--- src/rtl/frame_uart_dump.sv ---
// frame_uart_dump: reads a frame buffer word by word through a BRAM read
// port and streams it out as 8N1 UART bytes, preceded by a 0xA5 0x5A header.
// Words are sent least-significant byte first.
//
// state   | meaning
// S_IDLE  | waiting for start_in
// S_HDR0  | sending header byte 0xA5
// S_HDR1  | sending header byte 0x5A
// S_FETCH | rd_en_out high for the current word index
// S_WAIT  | counting down the BRAM read latency, then latching the word
// S_SEND  | sending the remaining bytes of the latched word
// S_FIN   | done_out pulse, busy_out already low, back to idle
module frame_uart_dump #(
  parameter int CLK_HZ     = 74_250_000,
  parameter int BAUD       = 115_200,
  parameter int DEPTH      = 12800,
  parameter int DATA_W     = 8,
  parameter int RD_LATENCY = 2
) (
  input  logic                     clk_in,
  input  logic                     rst_in,
  input  logic                     start_in,
  output logic                     busy_out,
  output logic                     done_out,
  output logic [$clog2(DEPTH)-1:0] rd_addr_out,
  output logic                     rd_en_out,
  input  logic [DATA_W-1:0]        rd_data_in,
  output logic                     uart_txd_out
);

  localparam int BAUD_DIV = CLK_HZ / BAUD;
  localparam int BAUD_W   = $clog2(BAUD_DIV);
  localparam int AW       = $clog2(DEPTH);
  localparam int BYTES    = DATA_W / 8;
  localparam int BC_W     = (BYTES > 1) ? $clog2(BYTES) : 1;
  // lat_cnt only ever holds RD_LATENCY-1 down to 0
  localparam int LAT_W    = (RD_LATENCY > 1) ? $clog2(RD_LATENCY) : 1;

  localparam logic [BAUD_W-1:0] BAUD_LAST = BAUD_W'(BAUD_DIV - 1);
  localparam logic [AW-1:0]     LAST_IDX  = AW'(DEPTH - 1);
  localparam logic [LAT_W-1:0]  LAT_LOAD  = LAT_W'(RD_LATENCY - 1);
  localparam logic [BC_W-1:0]   BYTE_LAST = BC_W'(BYTES - 1);

  typedef enum logic [2:0] {
    S_IDLE, S_HDR0, S_HDR1, S_FETCH, S_WAIT, S_SEND, S_FIN
  } state_t;

  state_t            state_q;
  logic              busy_q;
  logic              done_q;
  logic              rd_en_q;
  logic [AW-1:0]     idx_q;
  logic [LAT_W-1:0]  lat_cnt_q;
  logic [BC_W-1:0]   byte_cnt_q;
  logic [DATA_W-1:0] word_q;

  logic [BAUD_W-1:0] baud_cnt_q;
  logic [3:0]        bits_left_q;
  logic [8:0]        tx_shift_q;
  logic              tx_busy_q;
  logic              txd_q;

  logic              tx_load;
  logic [7:0]        tx_byte;
  logic              tx_end;

  // Last cycle of a stop bit: the next byte may be loaded on this edge,
  // so back-to-back bytes leave no idle gap.
  assign tx_end = tx_busy_q && (baud_cnt_q == '0) && (bits_left_q == 4'd0);

  // Decide when a new byte is handed to the bit engine and which byte it is
  always_comb begin
    tx_load = 1'b0;
    tx_byte = 8'h00;
    case (state_q)
      S_IDLE: if (start_in) begin
        tx_load = 1'b1;
        tx_byte = 8'hA5;
      end
      S_HDR0: if (tx_end) begin
        tx_load = 1'b1;
        tx_byte = 8'h5A;
      end
      S_WAIT: if (lat_cnt_q == '0) begin
        tx_load = 1'b1;
        tx_byte = rd_data_in[7:0];
      end
      S_SEND: if (tx_end && (byte_cnt_q != '0)) begin
        tx_load = 1'b1;
        tx_byte = word_q[7:0];
      end
      default: ;
    endcase
  end

  // UART bit engine: start, 8 data bits LSB first, stop; each held BAUD_DIV cycles
  always_ff @(posedge clk_in) begin
    if (!rst_in) begin
      tx_busy_q   <= 1'b0;
      txd_q       <= 1'b1;
      baud_cnt_q  <= '0;
      bits_left_q <= 4'd0;
      tx_shift_q  <= '1;
    end else if (tx_load) begin
      tx_busy_q   <= 1'b1;
      txd_q       <= 1'b0;
      baud_cnt_q  <= BAUD_LAST;
      bits_left_q <= 4'd9;
      tx_shift_q  <= {1'b1, tx_byte};
    end else if (tx_busy_q) begin
      if (baud_cnt_q == '0) begin
        if (bits_left_q == 4'd0) begin
          tx_busy_q <= 1'b0;
          txd_q     <= 1'b1;
        end else begin
          txd_q       <= tx_shift_q[0];
          tx_shift_q  <= {1'b1, tx_shift_q[8:1]};
          bits_left_q <= bits_left_q - 4'd1;
          baud_cnt_q  <= BAUD_LAST;
        end
      end else begin
        baud_cnt_q <= baud_cnt_q - BAUD_W'(1);
      end
    end
  end

  // Frame sequencer: header, then fetch/wait/send per word, then done pulse
  always_ff @(posedge clk_in) begin
    if (!rst_in) begin
      state_q    <= S_IDLE;
      busy_q     <= 1'b0;
      done_q     <= 1'b0;
      rd_en_q    <= 1'b0;
      idx_q      <= '0;
      lat_cnt_q  <= '0;
      byte_cnt_q <= '0;
      word_q     <= '0;
    end else begin
      done_q  <= 1'b0;
      rd_en_q <= 1'b0;
      case (state_q)
        S_IDLE: if (start_in) begin
          state_q <= S_HDR0;
          busy_q  <= 1'b1;
          idx_q   <= '0;
        end
        S_HDR0: if (tx_end) state_q <= S_HDR1;
        S_HDR1: if (tx_end) begin
          state_q <= S_FETCH;
          rd_en_q <= 1'b1;
        end
        S_FETCH: begin
          state_q   <= S_WAIT;
          lat_cnt_q <= LAT_LOAD;
        end
        S_WAIT: begin
          if (lat_cnt_q == '0) begin
            // byte 0 goes straight to the bit engine, the rest wait in word_q
            word_q     <= rd_data_in >> 8;
            byte_cnt_q <= BYTE_LAST;
            state_q    <= S_SEND;
          end else begin
            lat_cnt_q <= lat_cnt_q - LAT_W'(1);
          end
        end
        S_SEND: if (tx_end) begin
          if (byte_cnt_q != '0) begin
            byte_cnt_q <= byte_cnt_q - BC_W'(1);
            word_q     <= word_q >> 8;
          end else if (idx_q == LAST_IDX) begin
            state_q <= S_FIN;
            done_q  <= 1'b1;
            busy_q  <= 1'b0;
            idx_q   <= '0;
          end else begin
            idx_q   <= idx_q + AW'(1);
            rd_en_q <= 1'b1;
            state_q <= S_FETCH;
          end
        end
        S_FIN:   state_q <= S_IDLE;
        default: state_q <= S_IDLE;
      endcase
    end
  end

  assign busy_out     = busy_q;
  assign done_out     = done_q;
  assign rd_en_out    = rd_en_q;
  assign rd_addr_out  = idx_q;
  assign uart_txd_out = txd_q;

endmodule

--- config.mk ---
export PLATFORM = sky130hd
export DESIGN_NAME = frame_uart_dump
export DESIGN_NICKNAME = d
export VERILOG_FILES = /design/src/rtl/frame_uart_dump.sv
export SDC_FILE = /design/constraint.sdc
export NUM_CORES = 1
export LEC_CHECK = 0
export ABC_AREA = 1
export CAP_MARGIN = 20
export CORE_AREA = 2 2 78 80
export DETAILED_ROUTE_END_ITERATION = 6
export DIE_AREA = 0 0 80 82
export GPL_TIMING_DRIVEN = 0
export PLACE_DENSITY_LB_ADDON = 0.12
export RECOVER_POWER = 25
export SLEW_MARGIN = 30
export SYNTH_ARGS = -nofsm -noshare
export SYNTH_HDL_FRONTEND = slang
export SYNTH_SLANG_ARGS = --single-unit
--- constraint.sdc ---
create_clock -name clk_in -period 1.6 [get_ports clk_in]
set_input_delay 0.24 -clock clk_in [delete_from_list [all_inputs] [get_ports clk_in]]
set_output_delay 0.24 -clock clk_in [all_outputs]
set_load 0.03 [all_outputs]
# After elaboration in Yosys (flattened, before gate mapping)
# Index checks and enable logic that the tools add are counted.
[word_totals] ff_bits=54 inputBits=11 output_inout_bits=18 wordCells=127
[classes] addsub=5 n_eq_ne=17 muxes=63 n_bitwise=4 n_reduce_logical=23
[ops] operator="$mux W8" count=10
[ops] operator="$mux W14" count=4
[ops] operator="$mux W10" count=4
[ops] operator="$pmux W8 S4" count=1
[ops] operator="$pmux W14 S2" count=1
[ops] operator="$mux W1" count=24
[ops] operator="$mux W3" count=7
[ops] operator="$ne A2 B2 Y1 const B" count=10
[ops] operator="$pmux W3 S6" count=1
[ops] operator="$mux W4" count=4
[ops] operator="$pmux W8 S2" count=1
[ops] operator="$add A14 B1 Y14 const B" count=1
[ops] operator="$eq A14 B14 Y1 const B" count=1
[ops] operator="$logic_not A10 Y1" count=1
[ops] operator="$reduce_bool A2 Y1" count=5
[ops] operator="$sub A10 B1 Y10 const B" count=1
[ops] operator="$reduce_and A3 Y1" count=3
[ops] operator="$pmux W1 S2" count=4
[ops] operator="$reduce_and A4 Y1" count=2
[ops] operator="$mux W7" count=1
[ops] operator="$eq A3 B2 Y1 const B" count=2
[ops] operator="$eq A3 B3 Y1 const B" count=2
[ops] operator="$reduce_and A2 Y1" count=3
[ops] operator="$reduce_and A6 Y1" count=1
[ops] operator="other kinds (12)" count=18

# Longest topological paths before layout
[depth] ltp_word=8 depth_mapped=11 ltp_nobuf=11

# Worst setup path before layout
# No wires, ideal clock.
[synth_path] kind="register to register" from="reg idx_q[0] (netlist: rd_addr_out[0])" to="reg idx_q[1] (netlist: rd_addr_out[1])" setup_ns=0.116 t_arrival_ns=1.649 t_required_ns=1.484 setup_slack_ns=-0.165 path_stages_with_launch=11 path_buffers=0 synth_period_minus_slack_ns=1.765 path_cell_list="dfxtp_1 -> ha_1 -> nand2_1 -> nor2_2 -> nand2_1 -> inv_1 -> nand2_1 -> nand2_1 -> nand3_2 -> nand2_1 -> nor2_1"
[synth_via] elab_chain_cells=5 elab_cells_between_ends=6 classes_between="1 x add/sub; 1 x eq/ne; 4 x mux"
[synth_rtl] element="start, declared" line_no="52" source="logic [AW-1:0] idx_q;"
[synth_rtl] element="start signal, assigned" line_no="176" source="idx_q <= idx_q + AW'(1);"
[synth_rtl] element="$add A14 B1 Y14 or $eq A14 B14 Y1 (tied branches)" line_no="176, 170"
[synth_rtl] element="$mux W14 *" line_no="170" source="end else if (idx_q == LAST_IDX) begin"
[synth_rtl] element="$mux W14 *" line_no="167" source="if (byte_cnt_q != '0) begin"
[synth_rtl] element="$mux W14 *" line_no="166" source="S_SEND: if (tx_end) begin"
[synth_rtl] element="$pmux W14 S2 *" line_no="141" source="case (state_q)"
# Mark *: on every way between the ends. The rest lies on a longest branch, timed or not. The select of a mux whose other input is x is not followed.
# A chain may end at the register's enable or synchronous reset.

# Worst setup path after layout
[layout_path] from="reg baud_cnt_q[0]" to="reg tx_shift_q[7]"
[layout_via] elab_chain_cells=8 elab_cells_between_ends=14 classes_between="1 x eq/ne; 6 x mux; 7 x reduce/logical"
[layout_rtl] element="start, declared" line_no="57" source="logic [BAUD_W-1:0] baud_cnt_q;"
[layout_rtl] element="start signal, assigned" line_no="122" source="baud_cnt_q <= baud_cnt_q - BAUD_W'(1);"
[layout_rtl] element="$logic_not A10 Y1 *" line_no="69, 111"
[layout_rtl] element="$logic_and A1 B1 Y1 (2 in series)" line_no="69" source="assign tx_end = tx_busy_q && (baud_cnt_q == '0) && (bits_left_q == 4'd0);"
[layout_rtl] element="$logic_and A1 B1 Y1" line_no="88" source="S_SEND: if (tx_end && (byte_cnt_q != '0)) begin"
[layout_rtl] element="$mux W1" line_no="88"
[layout_rtl] element="$pmux W1 S4" line_no="75" source="case (state_q)"
[layout_rtl] element="$ne A2 B2 Y1 (no source line) or $reduce_bool A2 Y1 (tied branches)"
[layout_rtl] element="$reduce_and A3 Y1 (no source line)"
[layout_rtl] element="end signal, assigned" line_no="109" source="tx_shift_q <= {1'b1, tx_byte};"
[layout_rtl] element="end signal, assigned" line_no="117" source="tx_shift_q <= {1'b1, tx_shift_q[8:1]};"
[layout_rtl] element="end, declared" line_no="59" source="logic [8:0] tx_shift_q;"
# Mark *: on every way between the ends. The rest lies on a longest branch, timed or not.

==> reports/results.txt <==
ANT cells -> 0
Reg clk slew, reported paths -> 80 ps
unrepaired setup endpoints after global routing -> yes
Fin. Hold Viols -> 0
Worst Path Max Fanout -> 8
DRC Markers -> 0
Worst setup SP type -> register
Root Buffer -> clkbuf_8
r2r setup slk -> -4 ps
commonest non-fill, non-tap cells in the layout -> nand2_1 (90), nor2_1 (47), inv_1 (39)
worst setup path start -> baud_cnt_q[0]
pre-CTS WS -> -242 ps
final wirelength -> 6.72 mm
area of the multi-input gates -> 1710 um2
final core occ -> 62.5%
Routed Antenna Nets -> 0
Synth Cell Area -> 2740 um2
initial core utilization -> 47.7%
WS Path Type -> register to register
Cell variety after synth -> 36
worst r2r path cells -> 9
number of global-route vias before repair -> 2,268
Critical Path End -> tx_shift_q[7]
I/O Buffers -> 28
Placer Congestion -> 0.854
global route total overflow -> 0
Period Utilization, post-route -> 100%
Routed WL per cell -> 12.6 um
hpwl dp -> 4.61 mm
post-synthesis sequential area ratio -> 32.9%
Syn Inst Count -> 401
WP data arrival -> 1800 ps
Area growth, synth to finish -> 31.1%
failing checks -> negative setup slack
clock sink count -> 45
largest net degree at the start of global routing -> 14
endpoints failing setup -> 1
Synth top area share -> 32.9%
Placed Area -> 3120 um2
Peak VDD IR -> 0.803 mV
clock period minus worst slack -> 1600 ps
via count -> 2,709
hold crit path type -> register to register
clock skew -> 7.40 ps
first-iteration detailed-routing DRC count -> 167
layout net count -> 473
Syn. warnings -> 0
FF-to-FF Start -> baud_cnt_q[0]
Worst EP required -> 1790 ps
vias per inst -> 5.08
Register Area -> 918 um2
fin area -> 3590 um2
max-cap violation count -> 0
Pre-antenna DRT Iters -> 5
Mean Syn Cell Area -> 6.83 um2
Tightest Pin Transition -> 546 ps
Setup WS post-layout -> -4.48 ps
most common cell after layout, fill and taps aside -> nand2_1
Filler cells -> 545
Synth Register Bits -> 45
Power per Cell Area -> 1580 nW/um2
I/O Pins -> 29
TritonCTS Buffers -> 5
clock buffer depth -> 2
initial antenna violation count -> 0
Area contributors post-synth -> dfxtp_1 (33%), nand2_1 (13%), nor2_1 (6.8%), inv_1 (6.0%), nand3_1 (5.5%)
Synth area leader -> dfxtp_1
Clk Latency, worst-skew pair -> 300 ps
Post-Syn Nets -> 417
fin. max-slew vios -> 0
RR Endpoint -> tx_shift_q[7]
Peak Freq -> 623 MHz
layout cells sized above 1 -> 25.8%
overall die height -> 82 um
CORE AREA -> 5750 um2
CTS tree -> done
Die Area -> 6560 um2
standard-cell rows -> 28
Overall Global Routing Usage -> 20.3%
status -> complete, but fails checks
slew margin rel. -> 63.6%
Leak -> 0.00160 uW
Die X -> 80 um
first-pass GRT wire length -> 10.5 mm
crit path capture type -> register
CTS H-tree depth -> 2
==> cell usage after synthesis, drive strengths merged <==
master / instances
a31oi: 1
xor2: 9
o21ai: 15
nor2: 59
buf: 7
nor3b: 2
nand2: 110
o211ai: 5
or2: 2
ha: 5
clkbuf: 2
o22ai: 1
a21oi: 21
dfxtp: 45
inv: 57
nand4: 18
nor3: 3
nand3: 36
xnor2: 3
==> final cells by class <==
type	instances	share of cell area [%]
plain buffers	9	2.26
clock buffers	6	2.02
clock inverters	2	0.940
inverters	57	6.30
multi-input cells	290	47.5
flip-flops and latches	45	25.6
well taps	75	2.61
repair buffers	49	12.8
==> state kept, by name, indices dropped and copies added, names as in the netlist, 3 cells and up <==
signal,flops
state_q,3
bits_left_q,4
tx_shift_q,8
rd_addr_out,14
baud_cnt_q,10
==> report_power, final <==
part	internal [uW]	leakage [uW]	total [uW]	switching [uW]
clock network	462	0.0000528	855	393
logic	1300	0.00117	3200	1900
registers	1400	0.000373	1630	234
==> metal layers <==
layer  vias to the layer above  GRT usage, %  share of wire [%]
met2                        69          32.6                 48
met4                         0          5.25                1.5
met1                      1229          28.3                 47
met3                        15          3.30                3.8
met5                         -             0                  0
li1                       1396             -                  -
==> stage by stage <==
step	total power, uW	TNS [ps]	hold WS, ps	std cells
6_report	5690	-4.48	468	533
3_5_place_dp	4220	-4910	457	504
2_1_floorplan	3660	0	358	401
3_3_place_gp	4180	-4250	455	504
5_1_grt	6130	-2000	506	533
4_1_cts	5190	-11.4	472	519
==> logic make-up (layout without fill, tap and decap cells) <==
kind of cell               Yosys count  in the layout  share of synthesized area (%)
AOI/OAI and AO/OA                   43             43                           10.0
xor gates and xnor gates            12             12                           3.84
adders and majority gates            5              5                           2.28
and+or+nand+nor                    230            230                           40.8
DFF                                 45             45                           32.9
buffers and inverters               66            123                           10.2
==> worst min-delay path by stage <==
stage	slack [ps]	start	end	cells after the start
final	470	busy_out	busy_out	2
after global routing	510	busy_out	busy_out	2
after CTS	470	busy_out	busy_out	2
after detailed placement	460	busy_out	busy_out	2
after global placement	460	busy_out	busy_out	2
after floorplan	360	rst_in	tx_busy_q	2
==> worst max-delay path, stage by stage (launching register included) <==
cell and delay [ps]:
dfxtp_1 320, inv_2 90, ha_4 140, nand2_2 80
nor2_8 200, nand4_4 240, nand2_4 170, inv_4 70
o21ai_1 120, nand2_1 70
==> what timing repair did <==
| action | 4_1_cts | 5_1_grt |
|---|---|---|
| gates resized for setup | 30 | 40 |
| hold buffers | 0 | 0 |
| buffers inserted | 7 | 12 |
| gates cloned | 0 | 2 |
| endpoints found under the setup margin | 50 | 44 |
| pin swaps | 6 | 11 |
Note: power is estimated with default switching activity, not from simulation.
